`src/rtl/shared_reg_arbiter_pkg.sv`:
```
// Shared constants for the shared register bank arbiter: FSM state encoding and requester indices.
// Holds no logic.
package shared_reg_arbiter_pkg;

   typedef enum logic [1:0] {
      ST_IDLE  = 2'd0,
      ST_WRITE = 2'd1,
      ST_CHECK = 2'd2,
      ST_RESP  = 2'd3
   } state_t;

   localparam int REQ0 = 0;
   localparam int REQ1 = 1;

endpackage

```
`src/rtl/shared_reg_arbiter_rr_pick.sv`:
```
// Two-way round-robin pick, purely combinational (zero latency).
// Has no backpressure: a lone request always wins, and ptr breaks a tie.
module shared_reg_arbiter_rr_pick
   import shared_reg_arbiter_pkg::*;
(
   input  logic [1:0] req,
   input  logic       ptr,
   output logic [1:0] win,
   output logic       vld
);

   always_comb begin
      win = 2'b00;
      if (req[REQ0] && (!req[REQ1] || !ptr))
         win[REQ0] = 1'b1;
      else if (req[REQ1])
         win[REQ1] = 1'b1;
   end

   assign vld = |req;

endmodule

```
`src/rtl/shared_reg_arbiter.sv`:
```
// Round-robin write sequencer for a shared register bank. A verified write pulses done 3 cycles after the request, and each retry adds 2 cycles.
// The owner is held off until the bank reads back its value. A loser keeps its req high until it is served.
module shared_reg_arbiter
   import shared_reg_arbiter_pkg::*;
#(
   parameter int WIDTH     = 4,
   parameter int MAX_RETRY = 2
)(
   input  logic             clock,
   input  logic             reset,
   input  logic [1:0]       req,
   input  logic [WIDTH-1:0] wr_data0,
   input  logic [WIDTH-1:0] wr_data1,
   input  logic [WIDTH-1:0] reg_q,
   output logic [WIDTH-1:0] reg_d,
   output logic             reg_en,
   output logic [1:0]       grant,
   output logic [1:0]       done,
   output logic [1:0]       err,
   output logic             busy
);

   localparam logic [2:0] RETRY_LIMIT = 3'(MAX_RETRY);

   state_t           state;
   logic             ptr;
   logic [2:0]       retry_cnt;
   logic [WIDTH-1:0] hold_data;
   logic [1:0]       pick;
   logic             pick_vld;
   logic [WIDTH-1:0] pick_data;

   shared_reg_arbiter_rr_pick u_rr_pick (
      .req (req),
      .ptr (ptr),
      .win (pick),
      .vld (pick_vld)
   );

   assign pick_data = pick[REQ1] ? wr_data1 : wr_data0;

   always_ff @(posedge clock or negedge reset) begin
      if (!reset) begin
         state     <= ST_IDLE;
         ptr       <= 1'b0;
         retry_cnt <= 3'd0;
         hold_data <= '0;
         reg_d     <= '0;
         reg_en    <= 1'b0;
         grant     <= 2'b00;
         done      <= 2'b00;
         err       <= 2'b00;
         busy      <= 1'b0;
      end else begin
         done <= 2'b00;
         err  <= 2'b00;
         case (state)
            ST_IDLE: begin
               if (pick_vld) begin
                  state     <= ST_WRITE;
                  grant     <= pick;
                  hold_data <= pick_data;
                  reg_d     <= pick_data;
                  reg_en    <= 1'b1;
                  retry_cnt <= 3'd0;
                  busy      <= 1'b1;
               end
            end
            ST_WRITE: begin
               state  <= ST_CHECK;
               reg_en <= 1'b0;
            end
            ST_CHECK: begin
               // The bank captured on the edge that entered CHECK, so reg_q is post-write.
               if (reg_q == hold_data) begin
                  state <= ST_RESP;
                  done  <= grant;
               end else if (retry_cnt < RETRY_LIMIT) begin
                  state     <= ST_WRITE;
                  retry_cnt <= retry_cnt + 3'd1;
                  reg_en    <= 1'b1;
               end else begin
                  state <= ST_RESP;
                  err   <= grant;
               end
            end
            ST_RESP: begin
               state <= ST_IDLE;
               ptr   <= grant[REQ0];
               grant <= 2'b00;
               reg_d <= '0;
               busy  <= 1'b0;
            end
            default: state <= ST_IDLE;
         endcase
      end
   end

endmodule

```
`config.mk`:
```
export PLATFORM = sky130hd
export DESIGN_NAME = shared_reg_arbiter
export DESIGN_NICKNAME = d
export VERILOG_FILES = /design/src/rtl/shared_reg_arbiter_pkg.sv /design/src/rtl/shared_reg_arbiter_rr_pick.sv /design/src/rtl/shared_reg_arbiter.sv
export SDC_FILE = /design/constraint.sdc
export NUM_CORES = 1
export LEC_CHECK = 0
export CAP_MARGIN = 15
export CORE_MARGIN = 2
export CORE_UTILIZATION = 25
export DETAILED_ROUTE_END_ITERATION = 8
export RECOVER_POWER = 50
export SLEW_MARGIN = 20
export SYNTH_ARGS = -nofsm -noshare
export SYNTH_HDL_FRONTEND = slang
export SYNTH_SLANG_ARGS = --single-unit
```
`constraint.sdc`:
```
create_clock -name clock -period 1.5 [get_ports clock]
set_input_delay 0.225 -clock clock [delete_from_list [all_inputs] [get_ports clock]]
set_output_delay 0.225 -clock clock [all_outputs]
set_load 0.03 [all_outputs]
```
# [Yosys cells after proc, flatten, opt, wreduce, memory -nomap -nowiden]
# Cells that the tools add are included.
[op_classes] addsub=1 magnitude_cmp=1 n_eq_ne=7 mux=26 n_reduce_logical=13
[ops] cell="$mux W2" count=9
[ops] cell="$mux W3" count=3
[ops] cell="$mux W4" count=2
[ops] cell="$pmux W2 S4" count=1
[ops] cell="$pmux W4 S2" count=1
[ops] cell="$reduce_and A4 Y1" count=2
[ops] cell="$mux W1" count=6
[ops] cell="$ne A2 B2 Y1 const B" count=3
[ops] cell="$pmux W3 S2" count=1
[ops] cell="$eq A2 B2 Y1 const B" count=2
[ops] cell="$eq A4 B4 Y1" count=1
[ops] cell="$pmux W2 S2" count=1
[ops] cell="$reduce_and A2 Y1" count=2
[ops] cell="$reduce_bool A2 Y1" count=2
[ops] cell="$add A3 B1 Y3 const B" count=1
[ops] cell="$lt A3 B2 Y1 const B" count=1
[ops] cell="$pmux W1 S3" count=1
[ops] cell="$reduce_bool A3 Y1" count=1
[ops] cell="$eq A2 B1 Y1 const B" count=1
[ops] cell="$logic_not A1 Y1" count=2
[ops] cell="$logic_not A2 Y1" count=1
[ops] cell="$pmux W1 S2" count=1
[ops] cell="$reduce_or A2 Y1" count=1
[ops] cell="$logic_and A1 B1 Y1" count=1
[ops] cell="$logic_or A1 B1 Y1" count=1
[totals] regBits=22 out_inout_bits=12

# [Longest topological paths before layout]
[depth] word_depth=7 ltp_mapped=6 ltp_nobuf=4

# [Cells and area by module]
# Synthesis repeated with hierarchy kept, for this count alone.
[hier_totals] hier_cells=85 hier_area_um2=967.2
[modules_own_cells] module="shared_reg_arbiter" n_inst=1 cells_per_inst=81 area_per_inst_um2=942.2
[modules_own_cells] module="shared_reg_arbiter_rr_pick" n_inst=1 cells_per_inst=4 area_per_inst_um2=25.0

# [Least setup slack after synthesis]
# No wires, ideal clock.
[synth_timing] path_kind="register to register" from="reg state[1]" to="reg hold_data[0]" setup_ns=0.122 arrival_time_ns=1.229 required_time_ns=1.378 path_slack_ns=0.149 path_stages_with_launch=7 period_less_slack_ns=1.351 cell_sequence="dfrtp_1 -> buf_2 -> or3_1 -> buf_2 -> buf_6 -> nand2_1 -> o21ai_1"
[synth_between] elab_chain_len=2
[synth_lines] element="start, declared" line_no="shared_reg_arbiter.sv:25" rtl="state_t state;"
[synth_lines] element="start signal, assigned" line_no="shared_reg_arbiter.sv:44" rtl="state <= ST_IDLE;"
[synth_lines] element="start signal, assigned" line_no="shared_reg_arbiter.sv:60" rtl="state <= ST_WRITE;"
[synth_lines] element="start signal, assigned" line_no="shared_reg_arbiter.sv:70" rtl="state <= ST_CHECK;"
[synth_lines] element="$logic_not A2 Y1" line_no="shared_reg_arbiter.sv:57" rtl="case (state)"
[synth_lines] element="$reduce_and A2 Y1 (no line)"
[synth_lines] element="end signal, assigned" line_no="shared_reg_arbiter.sv:62" rtl="hold_data <= pick_data;"
[synth_lines] element="end, declared" line_no="shared_reg_arbiter.sv:28" rtl="logic [WIDTH-1:0] hold_data;"
# Every way passes these cells.
# A chain may end at the register's enable or synchronous reset.

# [Worst setup path after layout]
[layout_timing] from="in req[1]" to="reg retry_cnt[2]"
[layout_between] elab_chain_len=3
[layout_lines] element="start, declared" line_no="shared_reg_arbiter.sv:11" rtl="input logic [1:0] req,"
[layout_lines] element="$reduce_or A2 Y1" line_no="shared_reg_arbiter_rr_pick.sv:20" rtl="assign vld = |req;"
[layout_lines] element="$ne A2 B2 Y1 (no line)"
[layout_lines] element="$reduce_and A4 Y1 (no line)"
[layout_lines] element="end signal, assigned" line_no="shared_reg_arbiter.sv:80" rtl="retry_cnt <= retry_cnt + 3'd1;"
[layout_lines] element="end, declared" line_no="shared_reg_arbiter.sv:27" rtl="logic [2:0] retry_cnt;"
# Every way passes these cells.

==> impl_metrics.py <==
metrics = {
    "run_status": {
        "outcome": "complete, no violations",
    },
    "power": {
        "internal_power_w": 0.00174,
        "p_comb_share_pct": 44.1,
        "p_leak_nw": 0.733,
        "ir_drop_mv": 0.576,
        "p_sw_share_pct": 39.3,
        "switchingPower_w": 0.00112,
        "power_density_nw_per_um2": 1910,
        "p_clk_share_pct": 19.3,
        "p_seq_share_pct": 36.6,
    },
    "floorplan": {
        "placeableCoreArea_um2": 3740,
        "start_util_pct": 26.6,
        "fp-row-count": 22,
        "fp.dieW_um": 67.1,
        "die_h_um": 67.1,
        "io_pins": 28,
        "die_area_um2": 4500,
    },
    "synth": {
        "yosysWarnings": 0,
        "synthFlopType": "dfrtp_1",
        "ys_seq_area_share_pct": 55.3,
        "async_flop_share_pct": 100,
        "synth_edf_count": 0,
        "syn_nets": 108,
        "yosysTopAreaCellShare_pct": 55.3,
        "netlist_area_um2": 995,
        "synthDistinctLibCells": 31,
        "ys_top_cells_by_area": "dfrtp_1 (55%), o21ai_1 (4.5%), mux2i_1 (4.0%)",
        "syn_avg_cell_area_um2": 10.9,
        "synth_top_area_cell": "dfrtp_1",
        "syn_inst": 91,
        "ys_ff_latch": 22,
    },
    "timing": {
        "post-route-period-util_pct": 99.4,
        "tightestPinTransition_ps": 531,
        "period_needed_ps": 1490,
        "fin_ws_ps": 8.44,
        "relSlewSlack_pct": 64.6,
        "rsz0062_at_grt": "true",
        "whs_ps": 459,
        "finalHoldViolCount": 0,
        "setup_tns_ps": 0,
        "drv_slew": 0,
        "setup_violations": 0,
        "fin_worst_skew_ps": 1.62,
        "max_clock_freq_mhz": 670,
    },
    "grt": {
        "grt_pass1_vias": 778,
        "gr-total-overflow": 0,
        "grt_pass1_wl_um": 3590,
        "grt_max_degree": 23,
        "grt_use_total_pct": 10.9,
        "antenna_found_initial": 0,
    },
    "setup_path": {
        "cp.required_ps": 1660,
        "cp-end-kind": "register",
        "worstPathArrival_ps": 1650,
        "critPathKind": "in2reg",
        "start_kind": "input port",
        "crit_path_max_fanout": 2,
    },
    "placement": {
        "place_ws_ps": -272,
        "place.gp.congestion": 0.828,
        "dp_hpwl_um": 1750,
        "port_buffers": 27,
    },
    "routing": {
        "vias": 808,
        "drtIter0Drc": 42,
        "wl_um": 2320,
        "wl_per_cell_um": 12.9,
        "drc": 0,
        "drt.antenna.violating_nets": 0,
        "via_per_inst": 4.49,
        "drt_first_pass_iters": 4,
    },
    "layout": {
        "mostFrequentLayoutCells": "dfrtp_1 (22), buf_4 (11), clkdlybuf4s50_1 (10), dlygate4sd2_1 (9), o21ai_1 (8)",
        "num-fill-cells": 372,
        "final_layout_size_suffix_gt1_share_pct": 21.2,
        "syn2layout_area_growth_pct": 50.7,
        "nets": 150,
        "n_antenna_cell": 0,
        "final_common_cell": "dfrtp_1",
    },
    "flow_run": {
        "cap_violations": 0,
    },
    "clock_tree": {
        "clock_latency_ps": 270,
        "tritoncts": "done",
        "clk_pin_slew_ps": 80,
        "cts_buffer_depth": 2,
        "h-tree-depth": 1,
        "clock_sinks": 22,
        "clock-root-buffer": "clkbuf_8",
        "cts_buffers": 3,
    },
    "hold_path": {
        "hp-class": "in2async",
    },
}
## flip-flops by register name, summed over array words and instances, names as in the netlist
register   count
state          2
grant          2
ptr            1
reg_d          4
done           2
reg_en         1
retry_cnt      3
err            2
busy           1
hold_data      4
## per-stage QoR
stage | cells | instance area (µm²) | utilization (%) | total power, W
4_1_cts | 178 | 1450 | 38.6 | 0.00279
3_3_place_gp | 174 | 1390 | 37.0 | 0.00227
6_report | 180 | 1500 | 40.0 | 0.00286
3_5_place_dp | 174 | 1390 | 37.0 | 0.00231
5_1_grt | 180 | 1500 | 40.0 | 0.00306
2_1_floorplan | 91 | 995 | - | 0.00180
## worst max-delay path, stage by stage
cell,delay (ps)
dlygate4sd3_1,550
buf_4,150
nor3_1,280
nor2_1,110
nor4bb_1,160
o21a_1,180
## power by group through the flow
stage	Clock (W)	Sequential, W	Combinational (W)
2_1_floorplan	0	0.00118	0.000623
3_3_place_gp	0	0.00103	0.00124
3_5_place_dp	0	0.00104	0.00127
4_1_cts	0.000568	0.00102	0.00120
5_1_grt	0.000591	0.00108	0.00139
6_report	0.000553	0.00105	0.00126
## cell usage after synthesis, types with 4 or more instances
library cell	number
dfrtp_1	22
o21ai_1	9
nand2_1	7
nor2_1	6
mux2i_1	4
nand3_1	4
nor3_1	4
o21ai_0	4
xor2_1	4
## worst paths after layout
check,start,end,slack [ps],depth (start not counted)
worst min register to register,busy$_DFFE_PN0P_,busy$_DFFE_PN0P_,500,2
worst min-delay path,reset,state[1]$_DFFE_PN0P_,460,2
max in group asynchronous,reset,hold_data[2]$_DFFE_PN0P_,690,2
worst max-delay path,req[1],retry_cnt[2]$_DFFE_PN0P_,8,6
worst max register to register,hold_data[2]$_DFFE_PN0P_,retry_cnt[0]$_DFFE_PN0P_,30,5
min in group clock,busy$_DFFE_PN0P_,busy$_DFFE_PN0P_,500,2
## final cells by class
class	count	area [µm²]	area share (%)
multi-input cells	64	454	30.3
clock inverters	1	30.0	2.00
clock buffers	3	41.3	2.75
flip-flops and latches	22	551	36.7
well taps	48	60.1	4.01
repair buffers	40	355	23.7
inverters	2	7.51	0.501
## cells by family (layout without fill, tap and decap cells)
| kind of cell | count (synthesis) | count (layout) | synth area share [%] |
|---|---|---|---|
| adder cells (fa/ha/maj) | 1 | 1 | 1.26 |
| flip-flops | 22 | 22 | 55.3 |
| AND/OR/NAND/NOR | 33 | 33 | 19.0 |
| multiplexers | 5 | 5 | 5.16 |
| AO/OA/AOI/OAI | 21 | 21 | 12.8 |
| XOR/XNOR | 4 | 4 | 3.52 |
| buffers and inverters | 5 | 46 | 2.89 |
## metal layers
metal / up-vias / global-route usage [%] / routed length (µm)
met5: - / 0 / 0
met4: 0 / 5.36 / 31
met1: 384 / 12.7 / 958
li1: 400 / - / -
met2: 21 / 18.9 / 1220
met3: 3 / 2.03 / 115
## repair_timing
item                                    4_1_cts  5_1_grt
resized for setup                             9       13
endpoints found under the setup margin        9        8
pin swaps                                     0        4
hold buffers                                  0        0
setup buffers                                 0        3
Power figures use the tool's default switching activity.
